===== config.mk =====
export PLATFORM = sky130hd
export DESIGN_NAME = aes_axi4_burst_buffer
export DESIGN_NICKNAME = d
export VERILOG_FILES = /design/src/rtl/aes_axi4_burst_buffer.sv
export SDC_FILE = /design/constraint.sdc
export NUM_CORES = 1
export LEC_CHECK = 0
export CAP_MARGIN = 10
export CORE_ASPECT_RATIO = 1.2
export CORE_MARGIN = 1
export CORE_UTILIZATION = 28
export CTS_CLUSTER_SIZE = 20
export DETAILED_ROUTE_END_ITERATION = 7
export PLACE_DENSITY = 0.53
export REMOVE_ABC_BUFFERS = 1
export SYNTH_ARGS = -nofsm -noshare
export SYNTH_HDL_FRONTEND = slang
export SYNTH_SLANG_ARGS = --single-unit

===== constraint.sdc =====
create_clock -name ACLK -period 3.23 [get_ports ACLK]
set_input_delay 0.4845 -clock ACLK [delete_from_list [all_inputs] [get_ports ACLK]]
set_output_delay 0.4845 -clock ACLK [all_outputs]
set_load 0.05 [all_outputs]

===== src/rtl/aes_axi4_burst_buffer.sv =====
// AXI4-full slave word store staging ciphertext, key and IV blocks for the AES decrypt core.
// Supports INCR/WRAP/FIXED bursts, byte strobes, independent read/write channels and sticky SLVERR.
module aes_axi4_burst_buffer #(
  parameter int C_S_AXI_DATA_WIDTH = 32,
  parameter int C_S_AXI_ADDR_WIDTH = 8,
  parameter int C_S_AXI_ID_WIDTH   = 1,
  parameter int C_DEPTH            = 16
) (
  input  logic                              ACLK,
  input  logic                              ARESET,
  input  logic [C_S_AXI_ID_WIDTH-1:0]       S_AXI_AWID,
  input  logic [C_S_AXI_ADDR_WIDTH-1:0]     S_AXI_AWADDR,
  input  logic [7:0]                        S_AXI_AWLEN,
  input  logic [2:0]                        S_AXI_AWSIZE,
  input  logic [1:0]                        S_AXI_AWBURST,
  input  logic                              S_AXI_AWVALID,
  output logic                              S_AXI_AWREADY,
  input  logic [C_S_AXI_DATA_WIDTH-1:0]     S_AXI_WDATA,
  input  logic [C_S_AXI_DATA_WIDTH/8-1:0]   S_AXI_WSTRB,
  input  logic                              S_AXI_WLAST,
  input  logic                              S_AXI_WVALID,
  output logic                              S_AXI_WREADY,
  output logic [C_S_AXI_ID_WIDTH-1:0]       S_AXI_BID,
  output logic [1:0]                        S_AXI_BRESP,
  output logic                              S_AXI_BVALID,
  input  logic                              S_AXI_BREADY,
  input  logic [C_S_AXI_ID_WIDTH-1:0]       S_AXI_ARID,
  input  logic [C_S_AXI_ADDR_WIDTH-1:0]     S_AXI_ARADDR,
  input  logic [7:0]                        S_AXI_ARLEN,
  input  logic [2:0]                        S_AXI_ARSIZE,
  input  logic [1:0]                        S_AXI_ARBURST,
  input  logic                              S_AXI_ARVALID,
  output logic                              S_AXI_ARREADY,
  output logic [C_S_AXI_ID_WIDTH-1:0]       S_AXI_RID,
  output logic [C_S_AXI_DATA_WIDTH-1:0]     S_AXI_RDATA,
  output logic [1:0]                        S_AXI_RRESP,
  output logic                              S_AXI_RLAST,
  output logic                              S_AXI_RVALID,
  input  logic                              S_AXI_RREADY
);

  localparam int AW       = C_S_AXI_ADDR_WIDTH;
  localparam int DW       = C_S_AXI_DATA_WIDTH;
  localparam int IW       = C_S_AXI_ID_WIDTH;
  localparam int NB       = DW / 8;
  localparam int ADDR_LSB = $clog2(NB);
  localparam int IDX_W    = $clog2(C_DEPTH);

  typedef enum logic [1:0] {W_IDLE = 2'd0, W_DATA = 2'd1, W_RESP = 2'd2} w_state_e;
  typedef enum logic {R_IDLE = 1'b0, R_DATA = 1'b1} r_state_e;

  function automatic logic beat_legal(input logic [AW-1:0] addr, input logic [7:0] len,
                                      input logic [2:0] size, input logic [1:0] burst);
    logic wrap_len_ok;
    wrap_len_ok = (len == 8'd1) || (len == 8'd3) || (len == 8'd7) || (len == 8'd15);
    beat_legal  = (size == 3'(ADDR_LSB)) && (burst != 2'b11) &&
                  !((burst == 2'b10) && !wrap_len_ok) &&
                  ((addr >> ADDR_LSB) < AW'(C_DEPTH));
  endfunction

  function automatic logic [AW-1:0] next_addr(input logic [AW-1:0] addr, input logic [7:0] len,
                                               input logic [1:0] burst);
    logic [AW-1:0] mask;
    mask = AW'((32'(len) + 32'd1) * 32'(NB) - 32'd1);
    case (burst)
      2'b00:   next_addr = addr;
      2'b10:   next_addr = (addr & ~mask) | ((addr + AW'(NB)) & mask);
      default: next_addr = addr + AW'(NB);
    endcase
  endfunction

  logic [DW-1:0] mem [C_DEPTH];

  w_state_e w_state_r, w_state_s;
  r_state_e r_state_r, r_state_s;

  logic          awready_r, wready_r, bvalid_r;
  logic [1:0]    bresp_r;
  logic [IW-1:0] bid_r, wid_r;
  logic [AW-1:0] waddr_r;
  logic [7:0]    wlen_r, wbeat_r;
  logic [2:0]    wsize_r;
  logic [1:0]    wburst_r;
  logic          werr_r;

  logic          arready_r, rvalid_r, rlast_r;
  logic [1:0]    rresp_r;
  logic [DW-1:0] rdata_r;
  logic [IW-1:0] rid_r;
  logic [AW-1:0] raddr_r;
  logic [7:0]    rlen_r, rbeat_r;
  logic [2:0]    rsize_r;
  logic [1:0]    rburst_r;

  logic          aw_hs_s, w_hs_s, w_last_beat_s, w_legal_s, w_beat_err_s;
  logic          ar_hs_s, r_hs_s, ar_legal_s, r_nxt_legal_s;
  logic [AW-1:0] r_nxt_addr_s;

  assign aw_hs_s       = S_AXI_AWVALID && awready_r;
  assign w_hs_s        = S_AXI_WVALID && wready_r;
  assign w_last_beat_s = (wbeat_r == wlen_r);
  assign w_legal_s     = beat_legal(waddr_r, wlen_r, wsize_r, wburst_r);
  assign w_beat_err_s  = !w_legal_s || (S_AXI_WLAST != w_last_beat_s);
  assign ar_hs_s       = S_AXI_ARVALID && arready_r;
  assign r_hs_s        = rvalid_r && S_AXI_RREADY;
  assign ar_legal_s    = beat_legal(S_AXI_ARADDR, S_AXI_ARLEN, S_AXI_ARSIZE, S_AXI_ARBURST);
  assign r_nxt_addr_s  = next_addr(raddr_r, rlen_r, rburst_r);
  assign r_nxt_legal_s = beat_legal(r_nxt_addr_s, rlen_r, rsize_r, rburst_r);

  // State registers for both channel FSMs
  always_ff @(posedge ACLK) begin
    if (ARESET) begin
      w_state_r <= W_IDLE;
      r_state_r <= R_IDLE;
    end else begin
      w_state_r <= w_state_s;
      r_state_r <= r_state_s;
    end
  end

  // Write channel next state
  always_comb begin
    w_state_s = w_state_r;
    case (w_state_r)
      W_IDLE:  if (aw_hs_s) w_state_s = W_DATA; else w_state_s = W_IDLE;
      W_DATA:  if (w_hs_s && w_last_beat_s) w_state_s = W_RESP; else w_state_s = W_DATA;
      W_RESP:  if (S_AXI_BREADY) w_state_s = W_IDLE; else w_state_s = W_RESP;
      default: w_state_s = W_IDLE;
    endcase
  end

  // Read channel next state
  always_comb begin
    r_state_s = r_state_r;
    case (r_state_r)
      R_IDLE:  if (ar_hs_s) r_state_s = R_DATA; else r_state_s = R_IDLE;
      R_DATA:  if (r_hs_s && rlast_r) r_state_s = R_IDLE; else r_state_s = R_DATA;
      default: r_state_s = R_IDLE;
    endcase
  end

  // Byte-lane store; storage deliberately survives reset
  always_ff @(posedge ACLK) begin
    if (!ARESET && (w_state_r == W_DATA) && w_hs_s && w_legal_s) begin
      for (int b = 0; b < NB; b++) begin
        if (S_AXI_WSTRB[b]) mem[waddr_r[ADDR_LSB +: IDX_W]][8*b +: 8] <= S_AXI_WDATA[8*b +: 8];
      end
    end
  end

  // Write channel burst tracking and response
  always_ff @(posedge ACLK) begin
    if (ARESET) begin
      awready_r <= 1'b1;
      wready_r  <= 1'b0;
      bvalid_r  <= 1'b0;
      bresp_r   <= 2'b00;
      bid_r     <= '0;
      wid_r     <= '0;
      waddr_r   <= '0;
      wlen_r    <= 8'd0;
      wbeat_r   <= 8'd0;
      wsize_r   <= 3'd0;
      wburst_r  <= 2'b00;
      werr_r    <= 1'b0;
    end else begin
      case (w_state_r)
        W_IDLE: if (aw_hs_s) begin
          wid_r     <= S_AXI_AWID;
          waddr_r   <= S_AXI_AWADDR;
          wlen_r    <= S_AXI_AWLEN;
          wsize_r   <= S_AXI_AWSIZE;
          wburst_r  <= S_AXI_AWBURST;
          wbeat_r   <= 8'd0;
          werr_r    <= 1'b0;
          awready_r <= 1'b0;
          wready_r  <= 1'b1;
        end
        W_DATA: if (w_hs_s) begin
          if (w_last_beat_s) begin
            wready_r <= 1'b0;
            bvalid_r <= 1'b1;
            bid_r    <= wid_r;
            bresp_r  <= (werr_r || w_beat_err_s) ? 2'b10 : 2'b00;
          end else begin
            wbeat_r <= wbeat_r + 8'd1;
            waddr_r <= next_addr(waddr_r, wlen_r, wburst_r);
            werr_r  <= werr_r || w_beat_err_s;
          end
        end
        W_RESP: if (S_AXI_BREADY) begin
          bvalid_r  <= 1'b0;
          awready_r <= 1'b1;
        end
        default: begin
          awready_r <= 1'b1;
          wready_r  <= 1'b0;
          bvalid_r  <= 1'b0;
        end
      endcase
    end
  end

  // Read channel: the next beat is fetched on each handshake, giving one beat per cycle
  always_ff @(posedge ACLK) begin
    if (ARESET) begin
      arready_r <= 1'b1;
      rvalid_r  <= 1'b0;
      rlast_r   <= 1'b0;
      rresp_r   <= 2'b00;
      rdata_r   <= '0;
      rid_r     <= '0;
      raddr_r   <= '0;
      rlen_r    <= 8'd0;
      rbeat_r   <= 8'd0;
      rsize_r   <= 3'd0;
      rburst_r  <= 2'b00;
    end else begin
      case (r_state_r)
        R_IDLE: if (ar_hs_s) begin
          rid_r     <= S_AXI_ARID;
          raddr_r   <= S_AXI_ARADDR;
          rlen_r    <= S_AXI_ARLEN;
          rsize_r   <= S_AXI_ARSIZE;
          rburst_r  <= S_AXI_ARBURST;
          rbeat_r   <= 8'd0;
          arready_r <= 1'b0;
          rvalid_r  <= 1'b1;
          rlast_r   <= (S_AXI_ARLEN == 8'd0);
          rdata_r   <= ar_legal_s ? mem[S_AXI_ARADDR[ADDR_LSB +: IDX_W]] : '0;
          rresp_r   <= ar_legal_s ? 2'b00 : 2'b10;
        end
        R_DATA: if (r_hs_s) begin
          if (rlast_r) begin
            rvalid_r  <= 1'b0;
            rlast_r   <= 1'b0;
            arready_r <= 1'b1;
          end else begin
            raddr_r <= r_nxt_addr_s;
            rbeat_r <= rbeat_r + 8'd1;
            rlast_r <= ((rbeat_r + 8'd1) == rlen_r);
            rdata_r <= r_nxt_legal_s ? mem[r_nxt_addr_s[ADDR_LSB +: IDX_W]] : '0;
            rresp_r <= ((rresp_r != 2'b00) || !r_nxt_legal_s) ? 2'b10 : 2'b00;
          end
        end
        default: begin
          arready_r <= 1'b1;
          rvalid_r  <= 1'b0;
        end
      endcase
    end
  end

  assign S_AXI_AWREADY = awready_r;
  assign S_AXI_WREADY  = wready_r;
  assign S_AXI_BVALID  = bvalid_r;
  assign S_AXI_BRESP   = bresp_r;
  assign S_AXI_BID     = bid_r;
  assign S_AXI_ARREADY = arready_r;
  assign S_AXI_RVALID  = rvalid_r;
  assign S_AXI_RLAST   = rlast_r;
  assign S_AXI_RRESP   = rresp_r;
  assign S_AXI_RDATA   = rdata_r;
  assign S_AXI_RID     = rid_r;

endmodule


== Word level (Yosys, flattened, before mapping) ==
Memory sizes are Yosys's and may differ from the RTL's.
Index checks and enable logic that the tools add are counted.

* Bits of input ports: 88
* Flip-flop bits (word level): 107
* Logic and storage cells: 223
* Bits in writable memories: 512
* Memories: 1
* Output and inout port bits: 44

{| class="wikitable"
|+ Memory list
! name !! words !! bits a word !! read ports !! clocked after Yosys merged registers in !! wr ports !! line !! source
|-
| mem || 16 || 32 || 2 || 0 || 1 || 72 || <nowiki>logic [DW-1:0] mem [C_DEPTH];</nowiki>
|}

* Equality and inequality tests: 37
* Bitwise gates (word level): 12
* Reductions and logical operators: 60
* $add $sub $neg: 8
* Magnitude comparators: 3
* Muxes and demuxes: 76

{| class="wikitable"
|+ Operators by type and width
! cell !! number
|-
| 32-bit 2-to-1 mux || 5
|-
| 8-bit 2-to-1 mux || 12
|-
| 8-bit one-hot mux with 2 select lines || 6
|-
| 32-bit one-hot mux with 2 select lines || 1
|-
| 1-bit 2-to-1 mux || 34
|-
| 8-bit bitwise AND || 4
|-
| 8-bit by 1-bit equality test with 1-bit output, second input constant || 3
|-
| 8-bit by 2-bit equality test with 1-bit output, second input constant || 3
|-
| 8-bit by 3-bit equality test with 1-bit output, second input constant || 3
|-
| 8-bit by 4-bit equality test with 1-bit output, second input constant || 3
|-
| 2-bit != test, second input constant || 12
|-
| 1-bit logical AND || 21
|-
| 6-bit by 5-bit less-than comparator with 1-bit output, second input constant || 3
|-
| 8-bit by 1-bit adder with 8-bit output, second input constant || 2
|-
| 8-bit by 3-bit adder with 8-bit output, second input constant || 2
|-
| 8-bit equality test || 2
|-
| 2-bit 2-to-1 mux || 8
|-
| 8-bit NOT || 2
|-
| 8-bit OR || 2
|-
| 4-bit AND reduction || 4
|-
| 8-bit by 1-bit subtractor with 8-bit output, second input constant || 2
|-
| 6-bit by 1-bit adder with 6-bit output, second input constant || 2
|-
| 1-bit logical OR || 12
|-
| 3-bit AND reduction || 4
|-
| 16 further kinds || 44
|}

== Depth between registers and ports, before layout ==
Gate-level depths: netlist of the first run.

* Depth after elaboration: 15
* Gate-level depth with buffers: 13
* Mapped depth without buffers: 11

== Least setup slack after synthesis of the first run ==
No wires, ideal clock.

* Path type: register to register
* From: register rlen_r[1]
* To: register rdata_r[18] (netlist: S_AXI_RDATA[18])
* Setup time: 0.125 ns
* Data arrival time: 2.574 ns
* Cell stages (with the launch flop): 13
* Setup slack: 0.530 ns
* Path through: dfxtp_1 -> buf_6 -> inv_1 -> ha_1 -> xnor2_1 -> a21oi_1 -> mux2i_1 -> buf_2 -> clkbuf_1 -> mux4_2 -> mux2i_1 -> mux2_2 -> o21ai_2

* Word-level cells in the longest chain between the ends: 13
* Elaborated cells on any way between the ends: 25

{| class="wikitable"
|+ Ends and longest elaborated chain
! element !! line !! source
|-
| start: declaration || 91 || <nowiki>logic [7:0] rlen_r, rbeat_r;</nowiki>
|-
| start signal: assignment || 214 || <nowiki>rlen_r <= 8'd0;</nowiki>
|-
| start signal: assignment || 223 || <nowiki>rlen_r <= S_AXI_ARLEN;</nowiki>
|-
| parallel branches: the longest is 9 deep, another holds 8-bit by 1-bit subtractor with 8-bit output || n/a ||
|-
| 32-bit 2-to-1 mux (*) || 242 || <nowiki>rdata_r <= r_nxt_legal_s ? mem[r_nxt_addr_s[ADDR_LSB +: IDX_W]] : '0;</nowiki>
|-
| 32-bit 2-to-1 mux (*) || 234 || <nowiki>if (rlast_r) begin</nowiki>
|-
| 32-bit 2-to-1 mux (*) || 233 || <nowiki>R_DATA: if (r_hs_s) begin</nowiki>
|-
| 32-bit one-hot mux with 2 select lines (*) || 219 || <nowiki>case (r_state_r)</nowiki>
|-
| end signal: assignment || 230 || <nowiki>rdata_r <= ar_legal_s ? mem[S_AXI_ARADDR[ADDR_LSB +: IDX_W]] : '0;</nowiki>
|-
| end signal: assignment || 242 ||
|-
| end: declaration || 88 || <nowiki>logic [DW-1:0] rdata_r;</nowiki>
|}

Mark *: on every way between the ends. The select of a mux whose other input is x is not followed.
A chain may end at the register's enable or synchronous reset.

== Final worst setup path of the first run ==
* From: register rlen_r[1]
* To: register rdata_r[30] (netlist: S_AXI_RDATA[30])

The elaborated chain is that of the path after synthesis.

==> results.ini, run 1 <==
[timing]
maxSlewViolCount = 0
setup_viol = 0
min_period_ns = 3.05
period_share_pct = 94.4
maxSlewHeadroom_pct = 42.8
hold_viol_final = 0
skew_ns = 0.0297
rsz0062_at_grt = no
fmax_mhz = 328
worstMarginPinSlew_ns = 0.858

[pwr]
ir_drop_v = 0.000390
power_density_mw_per_mm2 = 538
design_power_total_mw = 18.8
p_leak_nw = 11.5

[critical_path]
worstPathRequired_ns = 3.72
end_kind = flop
crit_chain = inv_1 -> ha_1 -> xnor2_1 -> a21oi_1 -> mux2i_4 -> buf_12 -> mux4_2 -> nand2b_1 -> mux2i_1 -> o21ai_1 -> a31oi_1
critPathMaxFanout = 13
reg2reg_depth = 11
slowest_delay_ns = 0.48
r2r_slack_ns = 0.18
crit_buf_inv = 2
worstPathArrival_ns = 3.53
critPathKind = flop to flop
crit_family = compound AO/OA/AOI/OAI gates
slowest_stage = dfxtp_1
worstReg2RegEnd = S_AXI_RDATA[30]
rr_startpoint = rlen_r[1]
cp-start-kind = flop

[logic_synthesis]
yosysWarnings = 0
ys_async_sr_fraction_pct = 0
synth.area.mux_share_pct = 24.9
synth_top_flop_cell = edfxtp_1
synth_common_cells = edfxtp_1 (512), mux4_2 (257), nor2_1 (125)
yosys.area_share.simple_pct = 5.46
synth_enable_flop_cells = 512
yosys.area.top_type_share_pct = 53.0
synthXorXnorAreaFrac_pct = 1.51
ys_ff_latch = 613
synth_fa_ha_area_share_pct = 0.561
syn_avg_cell_area_sq_um = 16.1
synth_compound_area_share_pct = 5.21
yosys.area.top_type = edfxtp_1
postSynthCellCount = 1807
synth_area_sq_mm = 0.0290
synth_seq_area_share_pct = 59.9
yosysMostFrequentCell = edfxtp_1
synth_top_family_by_area = multiplexers
synth.distinct_cells = 64
yosys-top-cells-area = edfxtp_1 (53%), mux4_2 (20%), dfxtp_1 (7.0%)

[detailed_routing]
route.detailed.drc = 0
antenna_left = 0
drt_wl_total_microns = 81000
viasPerCell = 5.04
drt_iter0_markers = 1103
wire_per_inst_microns = 23.7
vias = 17237
first_pass_iters = 5

[clock_network]
cts_tree = done
clock_path_buffers = 3
cts_buffers = 69
cts_sinks = 613
clk_pin_slew_worst_paths_ns = 0.06
clk_latency_ns = 0.63
htree_levels = 3
root_buffer = clkbuf_16

[finish]
drive_above_1_share_pct = 26.4
fin_area_sq_mm = 0.0349
area_growth_pct = 20.4
num-nets-final = 2091

[place]
io_buffers = 125
placed_area_sq_mm = 0.0326
dp_hpwl_microns = 51600
place.gp.congestion = 0.784

[min_path]
hp-start = S_AXI_AWID
min_to = wid_r
hold_path_depth = 3
min_path_type = input port to flop

[floorplanning]
die_w_microns = 296
io_pins = 132
coreArea_sq_mm = 0.103
start_util_pct = 28.2
dieHeight_microns = 355
die_area_sq_mm = 0.105
rows = 129

[status]
outcome = complete, no violations

[global_routing]
track_usage_pct = 15.4
grt_overflow = 0
grt_antenna_before_repair = 8
grt_pass1_vias = 18049
grt_max_degree = 68
grt_pass1_wl_microns = 118000

[flow_run]
maxCapViolations = 0

[final cells by class]
class                   instances  area (sq um)
inverters                      11          41.3
flip-flops and latches        613         17400
clock buffers                  88          1840
clock inverters                39           433
diodes                          1          2.50
repair buffers                248          2530
well taps                    1375          1720
multi-input cells            1047         11000
fillers                      9940         68000
[cells by family after synthesis]
logic type	count (synthesis)
AOI/OAI and AO/OA	245
xor gates and xnor gates	47
adders and majority gates	13
buffers and inverters	148
DFF	613
muxes	395
other	1
and+or+nand+nor	345
[placed cells by master, fill, tap and decap left out, drive strengths merged, types with 4 or more instances in the layout]
cell type	count
a21o	4
nand4	9
xor2	15
mux4	257
and3	8
mux2i	103
mux2	35
a22oi	32
nand2b	9
nor2	125
nor3	8
and2	4
or2	4
clkbuf	90
a21oi	88
buf	126
bufinv	8
dfxtp	101
edfxtp	512
a211oi	35
nor2b	35
nand2	106
o21ai	55
inv	19
clkdlybuf4s50	120
xnor2	32
nor3b	6
clkinv	20
ha	13
nor4	5
a31oi	6
nand3	16
[layer usage]
layer	part of all wire (%)	vias up	routed length [microns]	track usage [%]
met5	0.059	-	48	0
met4	2.6	8	2100	5.28
met3	5.8	129	4670	2.77
met2	52	528	41800	26.7
met1	40	8964	32300	19.0
li1	-	7608	-	-
[worst min-delay path: stages]
cell and delay (ns):
clkdlybuf4s50_1 0.40, nand2_1 0.06, a21oi_1 0.05
[per-stage QoR]
| step | hold slack [ns] | setup slack (ns) | setup TNS (ns) | util [%] | instances |
|---|---|---|---|---|---|
| after CTS | 0.372 | 0.172 | 0 | 33.9 | 3419 |
| after detailed placement | 0.450 | 0.211 | 0 | 31.7 | 3292 |
| after floorplan | 0.426 | -10.63 | -345.05 | - | 1671 |
| after global routing | 0.408 | 0.0405 | 0 | 33.9 | 3422 |
| after global placement | 0.441 | 0.222 | 0 | 31.7 | 3292 |
| final | 0.416 | 0.182 | 0 | 33.9 | 3422 |
[state kept, by name (all words and copies together) (netlist names), 3 cells and up, named ones only]
| name | cells |
|---|---|
| wlen_r | 8 |
| rlen_r | 8 |
| rbeat_r | 8 |
| S_AXI_RDATA | 32 |
| wbeat_r | 8 |
| raddr_r | 6 |
| rsize_r | 3 |
| mem | 512 |
| wsize_r | 3 |
[how the worst max path moves through the flow]
stage	endpoint	cells after the start	slack [ns]	start
after detailed placement	S_AXI_RDATA[30]	12	0.21	rlen_r[1]
after floorplan	S_AXI_RDATA[18]	6	-10.63	rlen_r[0]
after global routing	S_AXI_RDATA[27]	11	0.04	rlen_r[1]
after global placement	S_AXI_RDATA[30]	12	0.22	rlen_r[1]
after CTS	S_AXI_RDATA[30]	12	0.17	rlen_r[1]
final	S_AXI_RDATA[30]	11	0.18	rlen_r[1]
[where the power goes]
| part | internal (mW) | total, mW | switching (mW) | leakage [nW] |
|---|---|---|---|---|
| logic | 1.10 | 2.21 | 1.11 | 4.99 |
| registers | 8.61 | 8.68 | 0.0731 | 5.42 |
| clock network | 4.71 | 7.92 | 3.21 | 1.11 |
| total | 14.4 | 18.8 | 4.40 | 11.5 |
[timing repair]
action,in CTS,in global routing
gates resized for setup,0,1
endpoints found under the setup margin,0,6
buffers inserted,0,1
hold buffers,0,0
endpoints found under the hold margin,0,0
Power figures use the tool's default switching activity.
==> run 2, diff against run 1 <==
Clock period 3.23 ns to 3.2 ns, I/O delays scaled along.
==> run 2 against run 1 <==
  * Sequential share of layout area shrank 0.12 points
  * Die area is the same
  * Worst hold slack lost 0.0079 ns
  * Non-clock buffer count is the same
  * Count of clock-buffer cells in the layout shrank 2
  * Design area grew 0.25%
  * Setup slack lost 0.021 ns
  * Sequential cell count is the same
  * Core utilization grew 0.084 points
  * Combinational power is essentially flat
  * Power grew 1.6%
  * Clock power grew 2.9%
==> results.ini, run 2 (synthesis gave the netlist of run 1 again) <==
[status]
outcome = complete, no violations

[clock_network]
clk_latency_ns = 0.62
root_buffer = clkbuf_16
clock_path_buffers = 3
cts_buffers = 70
cts_tree = done
postCtsSetupRepairBufs = 0
htree_levels = 3
cts_sinks = 613
cts_hold_buf = 0
clk_pin_slew_worst_paths_ns = 0.06
cts-resized-gates = 0

[pwr]
power_frac_seq_pct = 45.8
p_comb_share_pct = 11.5
clock_power_share_pct = 42.6
design_power_total_mw = 19.1
p_leak_nw = 11.6
switching_share_pct = 23.2
ir_drop_v = 0.000360
p_sw_mw = 4.43
power_density_mw_per_mm2 = 546
internal_power_mw = 14.7

[critical_path]
end_kind = flop
worstPathArrival_ns = 3.53
critPathMaxFanout = 65
critPathKind = flop to flop
r2r_slack_ns = 0.16
cp-start-kind = flop
worstPathRequired_ns = 3.69

[finish]
most-common-layout-cells = edfxtp_1 (512), mux4_2 (257), nor2_1 (124)
area_growth_pct = 20.7
drive_above_1_share_pct = 26.5
multi_input_comb_area_sq_mm = 0.0110
register_area_sq_mm = 0.0174
fillers = 9942
largest_reg_flops = 512
num-nets-final = 2092
final_common_cell = edfxtp_1

[timing]
fmax_mhz = 329
hold_viol_final = 0
maxSlewHeadroom_pct = 42.6
maxSlewViolCount = 0
fin_ws_ns = 0.162
skew_ns = 0.0284
min_period_ns = 3.04
period_share_pct = 94.9
setup_viol = 0
rsz0062_at_grt = no
tns_ns = 0
worstMarginPinSlew_ns = 0.860

[detailed_routing]
drt_iter0_markers = 1368
antenna_left = 0
drt_wl_total_microns = 80500
route.detailed.drc = 0
first_pass_iters = 5
viasPerCell = 5.06
wire_per_inst_microns = 23.5
vias = 17314

[floorplanning]
io_pins = 132
dieHeight_microns = 355
die_area_sq_mm = 0.105
die_w_microns = 296
coreArea_sq_mm = 0.103
start_util_pct = 28.2
rows = 129

[place]
pre_cts_ws_ns = 0.176
io_buffers = 125
place.gp.congestion = 0.778
dp_hpwl_microns = 51500

[global_routing]
grt_max_degree = 68
grt_pass1_vias = 18160
grt_antenna_before_repair = 10
track_usage_pct = 15.4
grt_pass1_wl_microns = 118000
grt_overflow = 0

[flow_run]
maxCapViolations = 0

[min_path]
min_path_type = input port to flop

## run 2: final timing paths
path | start | end | cells after the start
max reg2reg | rlen_r[1] | S_AXI_RDATA[4] | 10
min reg2reg | rsize_r[2] | rsize_r[2] | 2
max | rlen_r[1] | S_AXI_RDATA[4] | 10
min | S_AXI_AWID | wid_r | 3
## run 2: area by class of cell
type | count | area share, %
Sequential cell | 613 | 49.7
Multi-Input combinational cell | 1047 | 31.3
Timing Repair Buffer | 248 | 7.32
Clock buffer | 86 | 5.32
Tap cell | 1375 | 4.91
Clock inverter | 43 | 1.32
Inverter | 11 | 0.118
Antenna cell | 2 | 0.0143
## run 2: layer usage
metal	GRT usage [%]	vias up	share of wire, %	wire length (microns)
met5	0	-	0.096	77
met4	6.20	12	3.1	2520
met3	3.01	140	6.2	5000
met2	26.3	499	51	40900
met1	18.9	9039	40	32000
li1	-	7624	-	-
## run 2: power by group through the flow
stage | Combinational (mW) | Clock [mW] | Sequential, mW
detailed placement | 2.23 | 0 | 8.93
global route | 2.38 | 8.64 | 8.77
floorplan | 1.65 | 0 | 8.96
finish | 2.20 | 8.15 | 8.76
global placement | 2.21 | 0 | 8.93
CTS | 2.23 | 8.36 | 8.76
## run 2: through the flow
stage / hold WS (ns) / util (%) / area [sq um] / cells
2_1_floorplan: 0.426 / - / 28400 / 1671
3_3_place_gp: 0.442 / 31.7 / 32700 / 3294
3_5_place_dp: 0.450 / 31.7 / 32700 / 3294
4_1_cts: 0.371 / 34.0 / 35000 / 3423
5_1_grt: 0.390 / 34.0 / 35000 / 3425
6_report: 0.408 / 34.0 / 35000 / 3425
## run 2: critical path, cell delays in order, from the launching register on
cell and delay [ns]:
dfxtp_1 0.45, inv_1 0.07, ha_1 0.35, xnor2_1 0.15
a21oi_1 0.29, mux2i_4 0.36, buf_12 0.40, mux4_2 0.41
mux2i_1 0.15, mux2_2 0.16, o21ai_1 0.05
==> run 3, diff against run 2 <==
Settings changed: CORE_MARGIN 1 to 2.
==> run 3 against run 2 <==
  * Wire length grew 1.0%
  * Sequential cell count is the same
  * Register-to-register slack gained 0.05 ns
  * First-iteration DRC count grew 14%
==> results.ini, run 3 (synthesis gave the netlist of run 1 again) <==
[timing]
fmax_mhz = 335
min_period_ns = 2.99
worstMarginPinSlew_ns = 0.720
period_share_pct = 93.4
fin_ws_ns = 0.213
rsz0062_at_grt = no
maxSlewViolCount = 0
hold_viol_final = 0
skew_ns = 0.0315
holdWs_ns = 0.406
maxSlewHeadroom_pct = 51.9
setup_viol = 0
tns_ns = 0

[finish]
register_area_sq_mm = 0.0174
largest_reg_flops = 512
num-nets-final = 2119
drive_above_1_share_pct = 27.7
most-common-layout-cells = edfxtp_1 (512), mux4_2 (257), buf_4 (129)
multi_input_comb_area_sq_mm = 0.0110
fin_util_pct = 34.1
fin_area_sq_mm = 0.0352
final_common_cell = edfxtp_1
fillers = 9889
stdcell_count = 3450
area_growth_pct = 21.2

[global_routing]
track_usage_pct = 15.2
grt_pass1_vias = 18442
grt_pass1_wl_microns = 120000
grt_max_degree = 47
grt_antenna_before_repair = 8
grt_overflow = 0

[clock_network]
clk_latency_ns = 0.63
cts_hold_buf = 0
root_buffer = clkbuf_16
cts_buffers = 70
clock_path_buffers = 3
cts_sinks = 613
clk_pin_slew_worst_paths_ns = 0.06
cts_tree = done
htree_levels = 3

[pwr]
ir_drop_v = 0.000380
design_power_total_mw = 19.3
p_leak_nw = 11.7
power_density_mw_per_mm2 = 548

[place]
dp_hpwl_microns = 54000
io_buffers = 125
pre_cts_ws_ns = 0.101
place.gp.congestion = 0.801
placed_area_sq_mm = 0.0328
placedCellCount = 3319

[critical_path]
worstPathArrival_ns = 3.47
worstPathRequired_ns = 3.68
critPathKind = flop to flop
critPathMaxFanout = 21
end_kind = flop
cp-start-kind = flop

[detailed_routing]
viasPerCell = 5.06
route.detailed.drc = 0
drt_iter0_markers = 1560
drt_wl_total_microns = 81300
first_pass_iters = 7
vias = 17451
wire_per_inst_microns = 23.6
antenna_left = 0

[floorplanning]
die_w_microns = 298
io_pins = 132
die_area_sq_mm = 0.106
dieHeight_microns = 357
rows = 129
coreArea_sq_mm = 0.103
start_util_pct = 28.2

[min_path]
min_path_type = input port to flop

[flow_run]
maxCapViolations = 0

[status]
outcome = complete, no violations

==> run 3: changes by cell type in the layout (fill, tap and decap cells not counted), sizes merged <==
cell,previous run,this run
buf,127,154
clkinvlp,1,4
diode,2,1
clkinv,28,25
bufinv,9,10
inv,16,14
==> run 3: final cells by class <==
cell class | instances | share of cell area (%)
sequential | 613 | 49.5
multi-input combinational | 1047 | 31.2
timing repair buffer | 275 | 7.59
clock buffer | 86 | 5.28
tap | 1375 | 4.89
clock inverter | 42 | 1.45
inverter | 11 | 0.117
antenna | 1 | 0.00712
==> run 3: worst paths after layout <==
path,depth (start not counted),startpoint,slack (ns),endpoint
worst min register to register,2,rsize_r[0],0.46,rsize_r[0]
worst min-delay path,3,S_AXI_AWLEN[7],0.41,wlen_r[7]
worst max-delay path,12,rlen_r[1],0.21,S_AXI_RDATA[19]
worst max register to register,12,rlen_r[1],0.21,S_AXI_RDATA[19]
==> run 3: per-layer routing <==
metal | routed length (microns) | track usage, %
met1 | 31900 | 18.1
met2 | 41400 | 26.7
met3 | 4980 | 3.11
met4 | 2930 | 6.45
met5 | 51 | 0
==> run 3: timing repair <==
item	4_1_cts	5_1_grt
endpoints found under the setup margin	0	29
buffers inserted	0	2
resized for setup	0	1
hold endpoints to repair	0	0
==> run 3: critical path, stage by stage (launching register included) <==
cell and delay (ns):
dfxtp_1 0.35, inv_1 0.05, ha_1 0.31, buf_4 0.15, xnor2_1 0.12, a21oi_1 0.31
mux2i_4 0.31, buf_12 0.24, buf_4 0.27, mux4_2 0.34, mux2i_1 0.16, mux2_2 0.17
o21ai_1 0.05
==> run 3: where the power goes <==
group	total (mW)	internal, mW	switching [mW]
Clock	8.25	4.97	3.29
Sequential	8.76	8.69	0.0732
Combinational	2.25	1.12	1.13
Total	19.3	14.8	4.49
